### config.mk
export PLATFORM = sky130hd
export DESIGN_NAME = sti4_sbox_sched_flat
export DESIGN_NICKNAME = d
export VERILOG_FILES = /design/src/rtl/sti4_sbox_sched_if.sv /design/src/rtl/sti4_sbox_sched.sv /design/src/flat_wrapper.sv
export SDC_FILE = /design/constraint.sdc
export NUM_CORES = 1
export LEC_CHECK = 0
export ABC_AREA = 0
export CAP_MARGIN = 20
export CORE_MARGIN = 10
export CORE_UTILIZATION = 58
export CTS_CLUSTER_DIAMETER = 150
export DETAILED_ROUTE_END_ITERATION = 12
export PLACE_DENSITY = 0.95
export SYNTH_ARGS = -nofsm -noshare
export SYNTH_HDL_FRONTEND = slang
export SYNTH_SLANG_ARGS = --single-unit
### constraint.sdc
create_clock -name clk -period 55.6 [get_ports clk]
set_input_delay 11.12 -clock clk [delete_from_list [all_inputs] [get_ports clk]]
set_output_delay 11.12 -clock clk [all_outputs]
set_load 0.005 [all_outputs]
### src/rtl/sti4_sbox_sched_if.sv
// Bus bundle for sti4_sbox_sched: start/state-share handshake plus the S-box core link.
// Define STI4_REMASK_EN to add the rnd input used to re-mask captured core outputs.
interface sti4_sbox_sched_if #(parameter int NIB = 16);
   logic               start;
   logic [4*NIB-1:0]   st_in0;
   logic [4*NIB-1:0]   st_in1;
   logic [4*NIB-1:0]   st_in2;
   logic               busy;
   logic               done;
   logic [4*NIB-1:0]   st_out0;
   logic [4*NIB-1:0]   st_out1;
   logic [4*NIB-1:0]   st_out2;
   logic [3:0]         sb_x0;
   logic [3:0]         sb_x1;
   logic [3:0]         sb_x2;
   logic               sb_vld;
   logic [3:0]         sb_y0;
   logic [3:0]         sb_y1;
   logic [3:0]         sb_y2;
`ifdef STI4_REMASK_EN
   logic [7:0]         rnd;

   modport master (
      output start, st_in0, st_in1, st_in2, sb_y0, sb_y1, sb_y2, rnd,
      input  busy, done, st_out0, st_out1, st_out2, sb_x0, sb_x1, sb_x2, sb_vld
   );
   modport slave (
      input  start, st_in0, st_in1, st_in2, sb_y0, sb_y1, sb_y2, rnd,
      output busy, done, st_out0, st_out1, st_out2, sb_x0, sb_x1, sb_x2, sb_vld
   );
`else
   modport master (
      output start, st_in0, st_in1, st_in2, sb_y0, sb_y1, sb_y2,
      input  busy, done, st_out0, st_out1, st_out2, sb_x0, sb_x1, sb_x2, sb_vld
   );
   modport slave (
      input  start, st_in0, st_in1, st_in2, sb_y0, sb_y1, sb_y2,
      output busy, done, st_out0, st_out1, st_out2, sb_x0, sb_x1, sb_x2, sb_vld
   );
`endif
endinterface

### src/rtl/sti4_sbox_sched.sv
// Time-shares one pipelined 3-share TI 4-bit S-box core across all nibbles of the state.
// STI4_REMASK_EN: re-mask each captured nibble with fresh rnd (unshared value unchanged).
//
// state | meaning
// IDLE  | waiting for start; busy=0
// ISSUE | one nibble per cycle presented to the core (sb_vld=1)
// DRAIN | waiting for the last core results to return
module sti4_sbox_sched #(
   parameter int NIB = 16,
   parameter int LAT = 2
) (
   input logic              clk,
   input logic              rst,
   sti4_sbox_sched_if.slave bus
);
   localparam int CW = $clog2(NIB) + 1;
   localparam int W  = 4 * NIB;

   typedef enum logic [1:0] {IDLE, ISSUE, DRAIN} state_t;

   state_t         state, state_nxt;
   logic [W-1:0]   wk0, wk1, wk2;
   logic [W-1:0]   res0, res1, res2;
   logic [W-1:0]   res0_nxt, res1_nxt, res2_nxt;
   logic [W-1:0]   out0, out1, out2;
   logic [CW-1:0]  issue_cnt, wb_cnt;
   logic [LAT-1:0] vpipe;
   logic [3:0]     x0_q, x1_q, x2_q;
   logic [3:0]     y0, y1, y2;
   logic           done_q;
   logic           busy_c, vld_c;
   logic           accept, cap, last_cap, issue_more;

   assign accept     = (state == IDLE) && bus.start;
   assign cap        = vpipe[LAT-1];
   assign last_cap   = cap && (wb_cnt == CW'(NIB - 1));
   assign issue_more = (state == ISSUE) && (issue_cnt != CW'(NIB));

   always_ff @(posedge clk or posedge rst) begin
      if (rst) state <= IDLE;
      else     state <= state_nxt;
   end

   always_comb begin
      state_nxt = state;
      busy_c    = 1'b1;
      vld_c     = 1'b0;
      case (state)
         IDLE: begin
            busy_c = 1'b0;
            if (bus.start) state_nxt = ISSUE;
         end
         ISSUE: begin
            vld_c = 1'b1;
            if (issue_cnt == CW'(NIB)) state_nxt = DRAIN;
         end
         DRAIN: begin
            if (last_cap) state_nxt = IDLE;
         end
         default: state_nxt = IDLE;
      endcase
   end

   // sb_x is registered per share; issue_cnt indexes the nibble loaded next.
   always_ff @(posedge clk or posedge rst) begin
      if (rst) begin
         wk0       <= '0;
         wk1       <= '0;
         wk2       <= '0;
         x0_q      <= '0;
         x1_q      <= '0;
         x2_q      <= '0;
         issue_cnt <= '0;
      end else if (accept) begin
         wk0       <= bus.st_in0;
         wk1       <= bus.st_in1;
         wk2       <= bus.st_in2;
         x0_q      <= bus.st_in0[3:0];
         x1_q      <= bus.st_in1[3:0];
         x2_q      <= bus.st_in2[3:0];
         issue_cnt <= CW'(1);
      end else if (issue_more) begin
         x0_q      <= wk0[{issue_cnt[CW-2:0], 2'b00} +: 4];
         x1_q      <= wk1[{issue_cnt[CW-2:0], 2'b00} +: 4];
         x2_q      <= wk2[{issue_cnt[CW-2:0], 2'b00} +: 4];
         issue_cnt <= issue_cnt + CW'(1);
      end else begin
         x0_q      <= '0;
         x1_q      <= '0;
         x2_q      <= '0;
      end
   end

   always_comb begin
`ifdef STI4_REMASK_EN
      y0 = bus.sb_y0 ^ bus.rnd[3:0];
      y1 = bus.sb_y1 ^ bus.rnd[7:4];
      y2 = bus.sb_y2 ^ bus.rnd[3:0] ^ bus.rnd[7:4];
`else
      y0 = bus.sb_y0;
      y1 = bus.sb_y1;
      y2 = bus.sb_y2;
`endif
      res0_nxt = res0;
      res1_nxt = res1;
      res2_nxt = res2;
      if (cap) begin
         res0_nxt[{wb_cnt[CW-2:0], 2'b00} +: 4] = y0;
         res1_nxt[{wb_cnt[CW-2:0], 2'b00} +: 4] = y1;
         res2_nxt[{wb_cnt[CW-2:0], 2'b00} +: 4] = y2;
      end
   end

   // Clearing vpipe on reset is what discards results still inside the core.
   always_ff @(posedge clk or posedge rst) begin
      if (rst) begin
         vpipe  <= '0;
         wb_cnt <= '0;
         res0   <= '0;
         res1   <= '0;
         res2   <= '0;
         out0   <= '0;
         out1   <= '0;
         out2   <= '0;
         done_q <= 1'b0;
      end else begin
         vpipe  <= (vpipe << 1) | LAT'(vld_c);
         done_q <= last_cap;
         if (accept)   wb_cnt <= '0;
         else if (cap) wb_cnt <= wb_cnt + CW'(1);
         if (cap) begin
            res0 <= res0_nxt;
            res1 <= res1_nxt;
            res2 <= res2_nxt;
         end
         if (last_cap) begin
            out0 <= res0_nxt;
            out1 <= res1_nxt;
            out2 <= res2_nxt;
         end
      end
   end

   assign bus.busy    = busy_c;
   assign bus.sb_vld  = vld_c;
   assign bus.done    = done_q;
   assign bus.sb_x0   = x0_q;
   assign bus.sb_x1   = x1_q;
   assign bus.sb_x2   = x2_q;
   assign bus.st_out0 = out0;
   assign bus.st_out1 = out1;
   assign bus.st_out2 = out2;
endmodule

### src/flat_wrapper.sv
// flat-port wrapper written by rule: the top's interface ports become plain ports
module sti4_sbox_sched_flat 
#(
   parameter int NIB = 16,
   parameter int LAT = 2
)
  (clk, rst, bus_start, bus_st_in0, bus_st_in1, bus_st_in2, bus_sb_y0, bus_sb_y1, bus_sb_y2, bus_busy, bus_done, bus_st_out0, bus_st_out1, bus_st_out2, bus_sb_x0, bus_sb_x1, bus_sb_x2, bus_sb_vld);
  sti4_sbox_sched_if #(.NIB(NIB)) bus_i ();
  input logic clk;
  input logic rst;
  input wire logic [$bits(bus_i.start)-1:0] bus_start;
  input wire logic [$bits(bus_i.st_in0)-1:0] bus_st_in0;
  input wire logic [$bits(bus_i.st_in1)-1:0] bus_st_in1;
  input wire logic [$bits(bus_i.st_in2)-1:0] bus_st_in2;
  input wire logic [$bits(bus_i.sb_y0)-1:0] bus_sb_y0;
  input wire logic [$bits(bus_i.sb_y1)-1:0] bus_sb_y1;
  input wire logic [$bits(bus_i.sb_y2)-1:0] bus_sb_y2;
  output wire logic [$bits(bus_i.busy)-1:0] bus_busy;
  output wire logic [$bits(bus_i.done)-1:0] bus_done;
  output wire logic [$bits(bus_i.st_out0)-1:0] bus_st_out0;
  output wire logic [$bits(bus_i.st_out1)-1:0] bus_st_out1;
  output wire logic [$bits(bus_i.st_out2)-1:0] bus_st_out2;
  output wire logic [$bits(bus_i.sb_x0)-1:0] bus_sb_x0;
  output wire logic [$bits(bus_i.sb_x1)-1:0] bus_sb_x1;
  output wire logic [$bits(bus_i.sb_x2)-1:0] bus_sb_x2;
  output wire logic [$bits(bus_i.sb_vld)-1:0] bus_sb_vld;
  assign bus_i.start = bus_start;
  assign bus_i.st_in0 = bus_st_in0;
  assign bus_i.st_in1 = bus_st_in1;
  assign bus_i.st_in2 = bus_st_in2;
  assign bus_i.sb_y0 = bus_sb_y0;
  assign bus_i.sb_y1 = bus_sb_y1;
  assign bus_i.sb_y2 = bus_sb_y2;
  assign bus_busy = bus_i.busy;
  assign bus_done = bus_i.done;
  assign bus_st_out0 = bus_i.st_out0;
  assign bus_st_out1 = bus_i.st_out1;
  assign bus_st_out2 = bus_i.st_out2;
  assign bus_sb_x0 = bus_i.sb_x0;
  assign bus_sb_x1 = bus_i.sb_x1;
  assign bus_sb_x2 = bus_i.sb_x2;
  assign bus_sb_vld = bus_i.sb_vld;
  sti4_sbox_sched #(.NIB(NIB), .LAT(LAT)) u_core (.clk(clk), .rst(rst), .bus(bus_i));
endmodule
==> results.tsv <==
stage	metric	value	unit
logic_synthesis	Ys Warns	0	
logic_synthesis	EDFF count, synth	0	
logic_synthesis	Mapped Cells	2290	
clocking	total CTS buffers	58	
logic_synthesis	Post-Synth XOR/XNOR Area	0.377	%
clocking	hold_buf cts	0	
sta	skew final	20.7	ps
pwr	maximum vdd drop	0.0412	mV
clocking	Root Buffer Master	clkbuf_16	
clocking	CTS sink cnt	603	
cells_and_area	design area	31400	um2
route	vias	19900	
logic_synthesis	top cells by area, synth	dfrtp_1 (61%), nand2_1 (13%), mux2_2 (5.7%), mux4_2 (4.3%), mux2_4 (2.5%)	
die	initial core utilization	59.0	%
grt	total track usage	30.4	%
clocking	H-tree levels	2	
die	area of the core	42200	um2
clocking	CTS resizes	0	
logic_synthesis	most used flip-flop cell after synthesis	dfrtp_1	
logic_synthesis	Mean Syn Cell Area	10.9	um2
sta	Achievable Freq	73.4	MHz
run	total of max-cap violations	0	
logic_synthesis	Simple-Gate Fraction of Synth Area	17.3	%
cells_and_area	Finished Core Util	74.4	%
clocking	clk slew on worst S/H paths	60	ps
logic_synthesis	post-synthesis compound-gate area fraction	5.20	%
setup_path	Crit Path Category	input pin to async pin	
die	Die X	227	um
setup_path	worst path required time	56200	ps
logic_synthesis	largest family of logic cells by synthesized area	simple AND/OR/NAND/NOR gates	
route	DR WL/cell	24.8	um
die	standard-cell rows	75	
placement	hpwl dp	50.3	mm
placement	buffers added on ports	413	
logic_synthesis	post-synth top area cell	dfrtp_1	
route	Post-DRT Antenna Nets	0	
grt	GRT overflow	0	
pwr	pwr/cell area	57.2	nW/um2
sta	final setup vio count	0	
die	io pins	414	
die	full die area	51600	um2
grt	first-pass GRT wire length	121	mm
logic_synthesis	Post-synth ARST share	100	%
route	DRT iter0 DRCs	2400	
logic_synthesis	top cells by count, synth	nand2_1 (858), dfrtp_1 (603), mux2_2 (126), clkbuf_1 (107), nor2_1 (73)	
sta	Rel. slew slack	21.2	%
worst_hold_path	Hold Crit Class	register to register	
clocking	insertion delay to the later sink of the worst-skew pair	630	ps
logic_synthesis	Synth Area in Adders	0.352	%
logic_synthesis	mapped cell area	24900	um2
sta	Final TNS setup	0	ps
logic_synthesis	most common cell in the netlist	nand2_1	
pwr	Static Leak	14.6	nW
route	DR vias/cell	6.15	
setup_path	Setup crit end kind	async pin	
route	First-pass DRT Iterations	9	
clocking	CTS tree	done	
setup_path	crit start category	input pin	
logic_synthesis	mux share of post-synthesis cell area	13.4	%
logic_synthesis	Synth Net Count	2504	
grt	initial antenna violation count	5	
placement	dpl cell area	29300	um2
setup_path	largest fanout on the critical path	129	
grt	vias in the first global route	21100	
logic_synthesis	Seq cells post-synth	603	
sta	Slew @ Worst Pin	1180	ps
cells_and_area	Final #Nets	2856	
cells_and_area	proportion of layout cells with a drive suffix above 1	14.8	%
die	die height	227	um
sta	RSZ-0062 raised after global routing	false	
route	Routed WL	80.1	mm
route	Residual DRC	0	
logic_synthesis	post-synth cell types	50	
setup_path	Critical Path AT	14220	ps
cells_and_area	P&R area growth vs syn	26.2	%
sta	Final period util	24.5	%
clocking	deepest clock path buffer count	3	
logic_synthesis	Synth top area share	60.6	%
placement	routability cong.	0.910	
grt	largest net degree at the start of global routing	156	
sta	final critical path time including I/O delays and setup	13620	ps
sta	pins over their slew limit	0	
logic_synthesis	sequential share of the synthesized area	60.6	%
run_status	outcome	finished, final reports clean	
sta	final number of hold-violating endpoints	0	
clocking	post-CTS setup repair buffer count	0	
## final cells by class
cell class / instances / area [um2]
Antenna cell: 4 / 10.0
Multi-Input combinational cell: 1523 / 9130
Inverter: 14 / 67.6
Tap cell: 539 / 674
Timing Repair Buffer: 442 / 4510
Clock inverter: 21 / 264
Sequential cell: 603 / 15100
Fill cell: 2383 / 10800
Clock buffer: 86 / 1690
## critical path, cell delays in order
cell and delay [ps]:
clkdlybuf4s50_1 520, inv_8 640, buf_4 890, buf_4 890
## stage by stage
stage | worst slack (ps) | power, mW | hold slack [ps] | std cells
after floorplan | 27600 | 1.09 | 331 | 2290
after global placement | 41340 | 1.30 | 338 | 3111
after detailed placement | 41250 | 1.35 | 355 | 3112
after CTS | 41860 | 1.78 | 356 | 3219
after global routing | 41540 | 1.88 | 365 | 3230
final | 41980 | 1.80 | 355 | 3232
## report_power, final
part / internal, mW / switching [mW] / total (mW) / leakage (nW)
logic: 0.305 / 0.327 / 0.632 / 6.34
clock network: 0.234 / 0.174 / 0.408 / 0.955
registers: 0.625 / 0.133 / 0.758 / 7.32
total: 1.16 / 0.635 / 1.80 / 14.6
## logic make-up after synthesis
logic type,after synthesis
buffers and inverters,164
adder cells (fa/ha/maj),7
multiplexers,236
AO/OA/AOI/OAI,205
AND/OR/NAND/NOR,1066
flip-flops,603
XOR/XNOR,9
## registers in the layout, indices dropped and copies added (netlist names), 2 cells and up
register / cells
u_core.bus.sb_x0: 4
u_core.bus.sb_x1: 4
u_core.bus.sb_x2: 4
u_core.bus.st_out0: 64
u_core.bus.st_out1: 64
u_core.bus.st_out2: 64
u_core.issue_cnt: 5
u_core.res0: 64
u_core.res1: 64
u_core.res2: 64
u_core.state: 2
u_core.vpipe: 2
u_core.wb_cnt: 5
u_core.wk0: 64
u_core.wk1: 64
u_core.wk2: 64
## routing by layer
layer  GRT usage, %  share of wire (%)
met2           51.1                 50
met4           16.0                5.4
met3           9.10                 11
met1           34.6                 34
met5              0              0.026
## path summary, 6_finish.rpt
path                       cells after the start  slack [ps]        startpoint                     end
min reg2reg                                    0         350   u_core.vpipe[0]         u_core.vpipe[1]
max reg2reg                                    6       51320  u_core.wb_cnt[0]  u_core.bus.st_out1[49]
max                                            4       41980               rst   u_core.bus.st_out1[4]
min                                            0         350   u_core.vpipe[0]         u_core.vpipe[1]
max in group clk                               3       42310   u_core.state[1]              bus_sb_vld
min in group asynchronous                      2       11120               rst  u_core.bus.st_out1[51]
## cells in the final DEF, fill, tap and decap left out, types with 17 or more instances in the layout
cell type,n
a31oi_1,49
buf_4,20
clkbuf_16,59
clkdlybuf4s50_1,413
dfrtp_1,601
mux2_2,126
mux2_4,42
mux2i_1,17
mux4_2,48
nand2_1,856
nand2b_1,17
nand3_1,47
nor2_1,73
o211ai_1,33
o21ai_0,54
o21ai_1,22
or2_2,21
Note: power is estimated with default switching activity, not from simulation.
